==> src/rtl/tone_gen.sv <==
// -----------------------------------------------------------------------------
// tone_gen
//
// Multi-channel square-wave tone generator with a small memory-mapped register
// file. Each channel has a PERIOD (clk cycles per waveform period) and a
// DURATION (number of prescaler ticks to play, or "sustain" when bit 31 is set).
// A shared free-running prescaler produces one tick every TICK clk cycles.
// When a timed channel runs out it stops and latches a sticky done bit. The
// OR of the done bits drives the irq level.
//
// Register map (write strobe = cs && memwrite):
//   addr[4]=0 : channel addr[3:1], addr[0]=0 PERIOD, addr[0]=1 DURATION
//   addr=16   : STATUS  read {16'h0, done, active}, write-1-to-clear done[i]
//               through writedata[8+i]
//   other     : writes ignored, reads return 0
//
// Parameters:
//   NCH  - number of channels (1..8)
//   CW   - period / phase counter width
//   DW   - duration counter width
//   TICK - clk cycles per duration tick
//
// Ports:
//   clk        in   system clock, all state updates on the rising edge
//   reset      in   synchronous active-high reset
//   cs         in   block select
//   memwrite   in   write strobe, qualified by cs
//   addr       in   [4:0] register address
//   writedata  in   [31:0] write data
//   readdata   out  [31:0] combinational read of STATUS (0 for other addresses)
//   ch_out     out  [NCH-1:0] per-channel square wave
//   buzz       out  OR of all ch_out bits
//   busy       out  [NCH-1:0] per-channel active flag
//   irq        out  OR of all sticky done bits
// -----------------------------------------------------------------------------
module tone_gen #(
    parameter int NCH  = 4,
    parameter int CW   = 20,
    parameter int DW   = 16,
    parameter int TICK = 62500
) (
    input  logic            clk,
    input  logic            reset,
    input  logic            cs,
    input  logic            memwrite,
    input  logic [4:0]      addr,
    input  logic [31:0]     writedata,
    output logic [31:0]     readdata,
    output logic [NCH-1:0]  ch_out,
    output logic            buzz,
    output logic [NCH-1:0]  busy,
    output logic            irq
);

    // Prescaler width; a TICK of 1 still needs a 1-bit counter.
    localparam int TCW = (TICK > 1) ? $clog2(TICK) : 1;

    localparam logic [4:0] STATUS_ADDR = 5'd16;

    // -------------------------------------------------------------------------
    // State
    // -------------------------------------------------------------------------
    logic [TCW-1:0] r_tick_cnt;
    logic [CW-1:0]  r_period    [NCH];
    logic [CW-1:0]  r_phase     [NCH];
    logic [DW-1:0]  r_remaining [NCH];
    logic [NCH-1:0] r_sustain;
    logic [NCH-1:0] r_active;
    logic [NCH-1:0] r_done;

    // -------------------------------------------------------------------------
    // Combinational signals
    // -------------------------------------------------------------------------
    logic           w_tick;
    logic           w_wr_en;
    logic           w_status_wr;
    logic [NCH-1:0] w_wr_per;
    logic [NCH-1:0] w_wr_dur;
    logic [NCH-1:0] w_dec;
    logic [NCH-1:0] w_fin;
    logic [NCH-1:0] w_clr;
    logic [NCH-1:0] w_audible;
    logic [CW-1:0]  w_phase_nxt [NCH];
    logic           w_dur_start;
    logic [7:0]     w_done8;
    logic [7:0]     w_active8;
    logic           w_unused;

    // Only some writedata bits carry register content; fold the whole bus
    // into one sink so partially used buses do not look like mistakes.
    assign w_unused = ^writedata;

    assign w_tick      = (r_tick_cnt == TCW'(TICK - 1));
    assign w_wr_en     = cs & memwrite;
    assign w_status_wr = w_wr_en & (addr == STATUS_ADDR);

    // A DURATION write starts the channel when it is either sustained or
    // carries a non-zero tick count; a plain zero is an immediate stop.
    assign w_dur_start = writedata[31] | (|writedata[DW-1:0]);

    // Channel write decode. Channel indices >= NCH never match, so writes
    // to unimplemented channels fall through and are ignored.
    always_comb begin
        w_wr_per = '0;
        w_wr_dur = '0;
        for (int i = 0; i < NCH; i++) begin
            if (w_wr_en && !addr[4] && (addr[3:1] == 3'(i))) begin
                if (addr[0]) begin
                    w_wr_dur[i] = 1'b1;
                end else begin
                    w_wr_per[i] = 1'b1;
                end
            end
        end
    end

    // Duration countdown. A register write to the channel on the tick cycle
    // wins, so neither the decrement nor the completion happens then.
    always_comb begin
        w_dec = '0;
        w_fin = '0;
        for (int i = 0; i < NCH; i++) begin
            if (w_tick && r_active[i] && !r_sustain[i] && !w_wr_per[i] && !w_wr_dur[i]) begin
                w_dec[i] = 1'b1;
                w_fin[i] = (r_remaining[i] == DW'(1));
            end
        end
    end

    // Write-1-to-clear mask for the done bits.
    always_comb begin
        w_clr = '0;
        if (w_status_wr) begin
            w_clr = writedata[8 +: NCH];
        end
    end

    // Phase advance: wraps at period-1, held at zero whenever the channel is
    // idle, has a degenerate period (<2) or is finishing on this edge.
    always_comb begin
        for (int i = 0; i < NCH; i++) begin
            w_phase_nxt[i] = '0;
            if (r_active[i] && !w_fin[i] && (r_period[i] >= CW'(2))) begin
                if (r_phase[i] >= (r_period[i] - CW'(1))) begin
                    w_phase_nxt[i] = '0;
                end else begin
                    w_phase_nxt[i] = r_phase[i] + CW'(1);
                end
            end
        end
    end

    // High for the first floor(period/2) phases; odd periods spend the extra
    // cycle low.
    always_comb begin
        w_audible = '0;
        for (int i = 0; i < NCH; i++) begin
            w_audible[i] = r_active[i] && (r_period[i] >= CW'(2)) &&
                           (r_phase[i] < (r_period[i] >> 1));
        end
    end

    // -------------------------------------------------------------------------
    // Prescaler: shared, free-running
    // -------------------------------------------------------------------------
    always_ff @(posedge clk) begin
        if (reset) begin
            r_tick_cnt <= '0;
        end else if (w_tick) begin
            r_tick_cnt <= '0;
        end else begin
            r_tick_cnt <= r_tick_cnt + TCW'(1);
        end
    end

    // -------------------------------------------------------------------------
    // Channel registers
    // -------------------------------------------------------------------------
    always_ff @(posedge clk) begin
        if (reset) begin
            for (int i = 0; i < NCH; i++) begin
                r_period[i]    <= '0;
                r_phase[i]     <= '0;
                r_remaining[i] <= '0;
            end
            r_sustain <= '0;
            r_active  <= '0;
            r_done    <= '0;
        end else begin
            for (int i = 0; i < NCH; i++) begin
                if (w_wr_per[i]) begin
                    r_period[i] <= writedata[CW-1:0];
                    r_phase[i]  <= '0;
                end else if (w_wr_dur[i]) begin
                    r_remaining[i] <= writedata[DW-1:0];
                    r_sustain[i]   <= writedata[31];
                    r_active[i]    <= w_dur_start;
                    r_phase[i]     <= '0;
                end else begin
                    r_phase[i] <= w_phase_nxt[i];
                    if (w_dec[i]) begin
                        r_remaining[i] <= r_remaining[i] - DW'(1);
                    end
                    if (w_fin[i]) begin
                        r_active[i] <= 1'b0;
                    end
                end
            end
            // A completion on the same edge as a clear leaves the bit set.
            r_done <= (r_done & ~w_clr) | w_fin;
        end
    end

    // -------------------------------------------------------------------------
    // Outputs
    // -------------------------------------------------------------------------
    always_comb begin
        w_done8   = '0;
        w_active8 = '0;
        w_done8[NCH-1:0]   = r_done;
        w_active8[NCH-1:0] = r_active;
    end

    assign readdata = (addr == STATUS_ADDR) ? {16'h0, w_done8, w_active8} : 32'h0;
    assign ch_out   = w_audible;
    assign buzz     = |w_audible;
    assign busy     = r_active;
    assign irq      = |r_done;

endmodule

==> config.mk <==
export PLATFORM = sky130hd
export DESIGN_NAME = tone_gen
export DESIGN_NICKNAME = d
export VERILOG_FILES = /design/src/rtl/tone_gen.sv
export SDC_FILE = /design/constraint.sdc
export NUM_CORES = 1
export LEC_CHECK = 0
export ABC_AREA = 0
export BUFFER_PORTS_ARGS = -buffer_cell sky130_fd_sc_hd__buf_4
export CORE_ASPECT_RATIO = 1.5
export CORE_MARGIN = 5
export CORE_UTILIZATION = 55
export CTS_BUF_LIST = sky130_fd_sc_hd__clkbuf_16
export DETAILED_ROUTE_END_ITERATION = 7
export PLACE_DENSITY = 0.73
export SLEW_MARGIN = 20
export SYNTH_ARGS = -nofsm -noshare
export SYNTH_HDL_FRONTEND = slang
export SYNTH_SLANG_ARGS = --single-unit
==> constraint.sdc <==
create_clock -name clk -period 10.5 [get_ports clk]
set_clock_uncertainty 0.05 [all_clocks]
set_input_delay 1.575 -clock clk [delete_from_list [all_inputs] [get_ports clk]]
set_output_delay 1.575 -clock clk [all_outputs]
set_load 0.03 [all_outputs]
* Word-level counts from Yosys, hierarchy flattened *
Memory sizes are Yosys's and may differ from the RTL's.
Cells that the tools add are included.

cells by class
  add/subtract/negate cells = 13
  $lt $le $gt $ge = 12
  eq/ne operators = 9
  multiplexer cells = 126
  bitwise logic cells = 34
  reduce and logical (&&, ||, !) cells = 71

operators by type and width
  kind                     count
  $mux W20                 24
  $mux W16                 8
  $mux W1                  92
  $add A20 B1 Y20 const B  4
  $ge A20 B2 Y1 const B    4
  $ge A20 B20 Y1           4
  $lt A20 B19 Y1           4
  $sub A20 B1 Y20 const B  4
  $eq A16 B1 Y1 const B    4
  $sub A16 B1 Y16 const B  4
  $logic_and A1 B1 Y1      37
  $or A1 B1 Y1             25
  $logic_not A1 Y1         17
  $add A16 B1 Y16 const B  1
  $eq A16 B16 Y1 const B   1
  $reduce_and A2 Y1        8
  $reduce_or A16 Y1        1
  $mux W12                 1
  $reduce_bool A2 Y1       4
  $reduce_or A4 Y1         2
  $eq A3 B2 Y1 const B     2
  $eq A5 B5 Y1 const B     1
  $and A4 B4 Y4            1
  $mux W4                  1
  other kinds (7)          11

storage, ports and cells
  register bits after elaboration = 28
  RAM bits = 224
  input bits = 41
  memories kept = 3

memories
  name         words  bits a word  read ports  clocked after Yosys merged registers in  wr ports  line  source
  r_period     4      20           4           0                                        4         64    logic [CW-1:0] r_period [NCH];
  r_phase      4      20           4           0                                        4         65    logic [CW-1:0] r_phase [NCH];
  r_remaining  4      16           4           0                                        4         66    logic [DW-1:0] r_remaining [NCH];

* Logic depth before layout (Yosys ltp) *
Gate-level depths: netlist of the first run.

  depth in word-level cells = 14
  mapped depth = 16
  depth with buffers taken out = 15

* Least setup slack after synthesis of the first run *
Ideal clock, no wire load.

  path type = input port to output port
  start = input port addr[1]
  end = output port readdata[0]
  data arrival time = 2.903 ns
  path slack = 5.972 ns
  stages = 3
  path buffers = 0
  cells stage by stage = or2_2 nor4b_1 and2_1

between the ends
  cells in the longest elaborated chain, start to end = 2

RTL lines
  what          line  source
  from (decl)   46    input logic [4:0] addr,
  $eq A5 B5 Y1  224   assign readdata = (addr == STATUS_ADDR) ? {16'h0, w_done8, w_active8} : 32'h0;
  $mux W12      224
  to (decl)     48    output logic [31:0] readdata,

Every way passes these cells.

* Final worst setup path of the first run *
  start = input port addr[1]
  end = output port readdata[11]

Same word-level chain as after synthesis.

==> flow_summary_export.csv, run 1 <==
group,metric,value,unit
run_status,status,"finished clean",
clock_tree,clk_pin_slew,0.07,ns
cells_and_area,syn_to_final_growth,10.5,%
place,dp_hpwl,31.5,mm
clock_tree,cts_hold_buffers,0,
global_routing,grt_start_max_net_pins,54,
setup_path,path_max_fanout,9,
routing,vias_per_cell,5.79,
timing,final_hold_viol_count,0,
floorplan,chipWidth,155,um
timing,drv_slew,0,
global_routing,gr-total-overflow,0,
power_and_ir_drop,leakagePower,7.49,nW
clock_tree,cts_setup_buffers,0,
place,place_congestion,0.887,
setup_path,critPathCaptureType,"primary output",
floorplan,die_y,228,um
power_and_ir_drop,power,0.00242,W
routing,drt_iter0_drc,821,
global_routing,antenna_found_initial,0,
timing,rsz0062_at_grt,"false",
floorplan,coreArea,31600,um^2
cells_and_area,seq_area,7290,um^2
synth,synth-async-reset-ratio,0,
synth,synth_top_area_share,0.386,
routing,wl_per_cell,18.1,um
floorplan,rows,80,
synth,synthFlopType,"edfxtp_1",
floorplan,initial_core_util,0.552,
setup_path,critPathLaunchType,"input port",
cells_and_area,drive_above_1_share,0.0719,
synth,syn_inst,1792,
timing,post-route-period-util,0.476,
setup_path,crit_required,8.88,ns
cells_and_area,num-nets-final,2115,
synth,yosysMostFrequentCell,"edfxtp_1",
synth,synthTopCellsByArea,"edfxtp_1 (39%), ha_1 (12%), xnor2_1 (6.4%), nor2_1 (4.0%), xor2_1 (4.0%)",
setup_path,critPathKind,"in2out",
clock_tree,cts.repair.resized,0,
timing,max_slew_margin,0.270,
clock_tree,cts_tree,"built",
power_and_ir_drop,power_density,126,nW/um^2
timing,setup_viol,0,
synth,yosysUniqueCellTypes,70,
clock_tree,cts_sinks,252,
clock_tree,clockBufferDepth,3,
synth,synth_seq_cells,252,
cells_and_area,multi_input_area,9760,um^2
routing,drcViolationCount,0,
power_and_ir_drop,vdd_ir_drop_max,0.130,mV
place,port_buffers,47,
clock_tree,clockRootBuffer,"clkbuf_16",
routing,wl,42.3,mm
timing,layout_min_cycle_time,5.00,ns
setup_path,arrival,3.37,ns
floorplan,boundaryPins,83,
synth,yosys_warnings,0,
clock_tree,htree_levels,1,
timing,fmax,200,MHz
cells_and_area,n_fill_cell,2780,
floorplan,dieArea,35500,um^2
worst_hold_path,hold_path_class,"reg2reg",
timing,worstMarginPinSlew,1.09,ns
synth,synth-edff-count,224,
routing,vias,13500,
global_routing,gr-usage-all-layers,0.234,
synth,ys_top_cells_by_count,"edfxtp_1 (224), nor2_1 (187), ha_1 (173), xnor2_1 (128), nand2_1 (120)",
synth,synth-seq-area-share,0.418,
synth,synth_area,17400,um^2
timing,setup_tns,0,ns
global_routing,grt_pass1_vias,13700,
synth,avgSynthCellArea,9.74,um^2
clock_tree,cts_buffers,25,
global_routing,grt_pass1_wl,67.8,mm
routing,antenna_left,0,
cells_and_area,antenna_cells,0,
synth,synth_area_leader_cell,"edfxtp_1",
routing,first_pass_iters,5,
run,drv_cap,0,
clock_tree,clk_latency,0.55,ns
## cell type report
cell class,instances,share of cell area
inverter,112,0.0218
clock inverter,21,0.0139
clock buffer,25,0.0325
timing repair buffer,53,0.0206
sequential,252,0.378
multi-input combinational,1457,0.506
tap,410,0.0266
## worst max-delay path, stage by stage
cell and delay, ns:
buf_4 0.12, or2_2 0.34, nor4b_2 0.93, and2_1 0.25, buf_4 0.16
## sequential cells by signal, summed over array words and instances (netlist names)
| signal | count |
|---|---|
| r_period | 80 |
| r_phase | 80 |
| r_remaining | 64 |
| r_tick_cnt | 16 |
| busy | 4 |
| r_done | 4 |
| r_sustain | 4 |
## layout by cell type (no fill, tap or decap), drive strengths merged, types with 14 or more instances in the layout
master / count
clkbuf: 25
nor2: 207
a22oi: 33
nand4: 42
inv: 116
o21ai: 46
nand2: 120
dfxtp: 28
conb: 104
a21oi: 66
xnor2: 128
and3: 19
a21o: 24
or3: 14
nor4: 45
nand3: 62
edfxtp: 224
and2: 82
or4: 15
xor2: 79
ha: 173
buf: 53
nor3: 77
## power by group
group	switching, W	leakage [nW]	internal [W]
sequential	0.0000536	2.43	0.00113
combinational	0.000153	4.62	0.0000921
clock	0.000404	0.441	0.000584
## metrics by stage
step | std cells | utilization | hold slack (ns) | worst slack (ns) | instance area (um^2)
global placement | 2284 | 0.581 | 0.396 | 5.55 | 18400
detailed placement | 2284 | 0.581 | 0.415 | 5.50 | 18400
floorplan | 1894 | - | 0.386 | 5.97 | 17800
CTS | 2330 | 0.609 | 0.424 | 5.50 | 19300
finish | 2330 | 0.609 | 0.423 | 5.50 | 19300
global route | 2330 | 0.609 | 0.453 | 5.14 | 19300
## logic make-up after synthesis
kind of cell               share of synthesized area
other                                       0.000430
adders and majority gates                      0.124
DFF                                            0.418
muxes                                        0.00172
buffers and inverters                         0.0465
and+or+nand+nor                                0.224
AOI/OAI and AO/OA                             0.0818
xor gates and xnor gates                       0.104
## routing by layer
| metal | share of wire | up-vias | global-route usage |
|---|---|---|---|
| met3 | 0.064 | 117 | 0.0319 |
| met4 | 0.047 | 0 | 0.101 |
| met2 | 0.51 | 402 | 0.421 |
| met5 | 0 | - | 0 |
| li1 | - | 6532 | - |
| met1 | 0.38 | 6430 | 0.276 |
## final timing paths
check | startpoint | endpoint | slack [ns] | cells after the start
worst min-delay path | r_sustain[3] | r_sustain[3] | 0.42 | 2
worst min register to register | r_sustain[3] | r_sustain[3] | 0.42 | 2
worst max-delay path | addr[1] | readdata[11] | 5.50 | 5
worst max register to register | r_period[2][2] | r_phase[2][4] | 5.70 | 12
(Power assumes the default switching activity.)
==> inputs of run 2 (changes only) <==
ABC_AREA = 1   (was 0)
PLACE_DENSITY = 0.72   (was 0.73)
clock period = 5.1 ns   (was 10.5 ns; I/O delays follow)
==> flow_summary_export.csv, run 2 <==
group,metric,value,unit
setup_path,crit_required,5.44,ns
synth,yosys_warnings,0,
clock_tree,cts_buffers,26,
setup_path,critPathCaptureType,"flip-flop",
worst_hold_path,hold_path_class,"reg2reg",
cells_and_area,fin_util,0.612,
clock_tree,cts_setup_buffers,0,
routing,vias,16500,
place,place_congestion,0.944,
synth,synth-async-reset-ratio,0,
routing,wl,48.5,mm
cells_and_area,seq_area,7290,um^2
routing,drcViolationCount,0,
synth,synth_area,19100,um^2
power_and_ir_drop,power,0.00501,W
synth,ys_top_cells_by_count,"nor2_1 (535), nand2_1 (519), inv_1 (349), edfxtp_1 (224), ha_1 (173)",
clock_tree,clockRootBuffer,"clkbuf_16",
run_status,status,"finished clean",
clock_tree,cts.repair.resized,0,
timing,hold_ws,0.407,ns
routing,met3_length,2.42,mm
floorplan,initial_core_util,0.558,
power_and_ir_drop,combPwrFrac,0.116,
setup_path,crit_cells,17,
synth,yosysMostFrequentCell,"nor2_1",
timing,worstMarginPinSlew,0.869,ns
global_routing,gr-usage-all-layers,0.249,
power_and_ir_drop,switching_share,0.275,
global_routing,grt_start_max_net_pins,29,
setup_path,critPathMostFrequentCell,"nor2_1",
synth,synth_top_area_share,0.351,
setup_path,critPathLaunchType,"flip-flop",
power_and_ir_drop,pwr-share-seq,0.485,
synth,synth_seq_cells,252,
setup_path,crit_buf_inv,0,
synth,yosysUniqueCellTypes,43,
cells_and_area,antenna_cells,0,
run,drv_cap,0,
timing,fmax,255,MHz
global_routing,grt_pass1_wl,78.3,mm
routing,drt_iter0_drc,1217,
cells_and_area,mostFrequentLayoutCells,"nor2_1 (535), nand2_1 (519), inv_1 (350)",
synth,avgSynthCellArea,7.62,um^2
timing,setup_viol,0,
clock_tree,cts_hold_buffers,0,
timing,layout_min_cycle_time,3.92,ns
timing,rsz0062_at_grt,"false",
synth,synthTopCellsByArea,"edfxtp_1 (35%), ha_1 (11%), nor2_1 (10%), nand2_1 (10%), inv_1 (6.8%)",
cells_and_area,final_common_cell,"nor2_1",
cells_and_area,syn_to_final_growth,9.61,%
routing,met1_length,18.5,mm
power_and_ir_drop,power_density,239,nW/um^2
setup_path,reg2reg_slack,1.18,ns
synth,synth-seq-area-share,0.381,
clock_tree,clk_pin_slew,0.07,ns
global_routing,grt_pass1_vias,16100,
power_and_ir_drop,intPower,0.00363,W
timing,post-route-period-util,0.768,
setup_path,worst-r2r-cell-count,17,
routing,wl_per_cell,15.7,um
clock_tree,cts_tree,"built",
clock_tree,htree_levels,1,
timing,drv_slew,0,
power_and_ir_drop,p_switching,0.00138,W
clock_tree,cts_sinks,252,
routing,vias_per_cell,5.35,
routing,wl_met2,24.4,mm
synth,synth_area_leader_cell,"edfxtp_1",
setup_path,max_stage_delay,0.58,ns
setup_path,reg2reg_from,"r_period[2][2]",
setup_path,regToRegEndpoint,"r_phase[2][11]",
place,dp_hpwl,36.4,mm
synth,synthFlopType,"edfxtp_1",
timing,setup_tns,0,ns
power_and_ir_drop,leakagePower,9.59,nW
cells_and_area,num-nets-final,2850,
routing,antenna_left,0,
setup_path,cp_slowest_cell,"nand3_1",
floorplan,rows,83,
cells_and_area,n_fill_cell,3049,
power_and_ir_drop,clkPwrFrac,0.400,
timing,final_hold_viol_count,0,
place,port_buffers,47,
global_routing,gr-total-overflow,0,
setup_path,critPathCapture,"r_phase[2][11]",
floorplan,dieArea,38700,um^2
floorplan,boundaryPins,83,
floorplan,chipWidth,162,um
clock_tree,clockBufferDepth,3,
setup_path,crit_chain,"nor2_1 > nand3_1 > nor2_1 > nand4_1 > nor2_1 > nand2_1 > xor2_1 > ha_1 > nand2_1 > nand2_1 > a21oi_1 > nand2_1 > nor2_1 > nand2_1 > nor2_1 > nand3_1 > nor2_1",
setup_path,arrival,4.26,ns
routing,first_pass_iters,6,
worst_hold_path,hold_start,"r_tick_cnt[0]",
synth,synth-edff-count,224,
cells_and_area,drive_above_1_share,0.0489,
setup_path,critPathKind,"reg2reg",
global_routing,antenna_found_initial,0,
power_and_ir_drop,vdd_ir_drop_max,0.283,mV
timing,max_slew_margin,0.419,
setup_path,critPathTopFamily,"simple AND/OR/NAND/NOR gates",
setup_path,path_max_fanout,20,
setup_path,crit_start,"r_period[2][2]",
clock_tree,clk_latency,0.57,ns
floorplan,die_y,238,um
cells_and_area,top_regs,"r_period: 80 flops, r_phase: 80 flops, r_remaining: 64 flops",
synth,syn_inst,2512,
routing,top_layer,"met4",
cells_and_area,multi_input_area,10600,um^2
floorplan,coreArea,34300,um^2
run 2: changes by cell type in the layout (fill, tap and decap cells not counted), moves of 79 or more:
cell | previous run | this run
nand2_1 | 120 | 519
nor2_1 | 187 | 535
xnor2_1 | 128 | 46
and2_1 | 81 | 2
inv_1 | 115 | 350
run 2: area by class of cell:
cell class / count / share of cell area
multi-input cells: 1950 / 0.503
flip-flops and latches: 252 / 0.347
inverters: 354 / 0.0633
clock buffers: 26 / 0.0310
well taps: 425 / 0.0254
repair buffers: 52 / 0.0186
clock inverters: 22 / 0.0113
run 2: cells by family after synthesis:
kind of cell,Yosys count,share of synthesized area
and+or+nand+nor,1337,0.290
buffers and inverters,412,0.0879
DFF,252,0.381
xor gates and xnor gates,178,0.0815
adders and majority gates,173,0.113
AOI/OAI and AO/OA,158,0.0464
other,2,0.000392
run 2: per-layer routing:
metal,GRT usage,up-vias
met1,0.281,7585
met2,0.452,495
met3,0.0242,192
met4,0.147,0
met5,0,-
li1,-,8215
run 2: stage by stage:
step	setup slack [ns]	cells	cell area, um^2
3_3_place_gp	1.31	3033	20100
6_report	1.18	3081	21000
2_1_floorplan	1.83	2614	19500
5_1_grt	0.721	3081	21000
3_5_place_dp	1.18	3033	20100
4_1_cts	1.15	3081	21000
run 2: how the worst min path moves through the flow:
stage,endpoint,slack (ns),cells after the start
finish,r_tick_cnt[0],0.41,1
global route,r_sustain[0],0.42,2
CTS,r_tick_cnt[0],0.41,1
detailed placement,r_sustain[0],0.39,2
global placement,r_tick_cnt[0],0.38,1
floorplan,r_tick_cnt[0],0.37,1
run 2: power by group through the flow:
stage | Combinational (W) | Sequential (W) | Clock [W]
detailed placement | 0.000572 | 0.00247 | 0
global placement | 0.000550 | 0.00247 | 0
finish | 0.000579 | 0.00243 | 0.00200
CTS | 0.000577 | 0.00243 | 0.00203
global route | 0.000664 | 0.00244 | 0.00211
floorplan | 0.000434 | 0.00244 | 0
run 2: worst reg2reg max path: cells and delay by family (launching register included):
kind	cells	cell delay, ns
and+or+nand+nor	14	2.67
DFF	1	0.43
adders and majority gates	1	0.29
xor gates and xnor gates	1	0.15
AOI/OAI and AO/OA	1	0.15
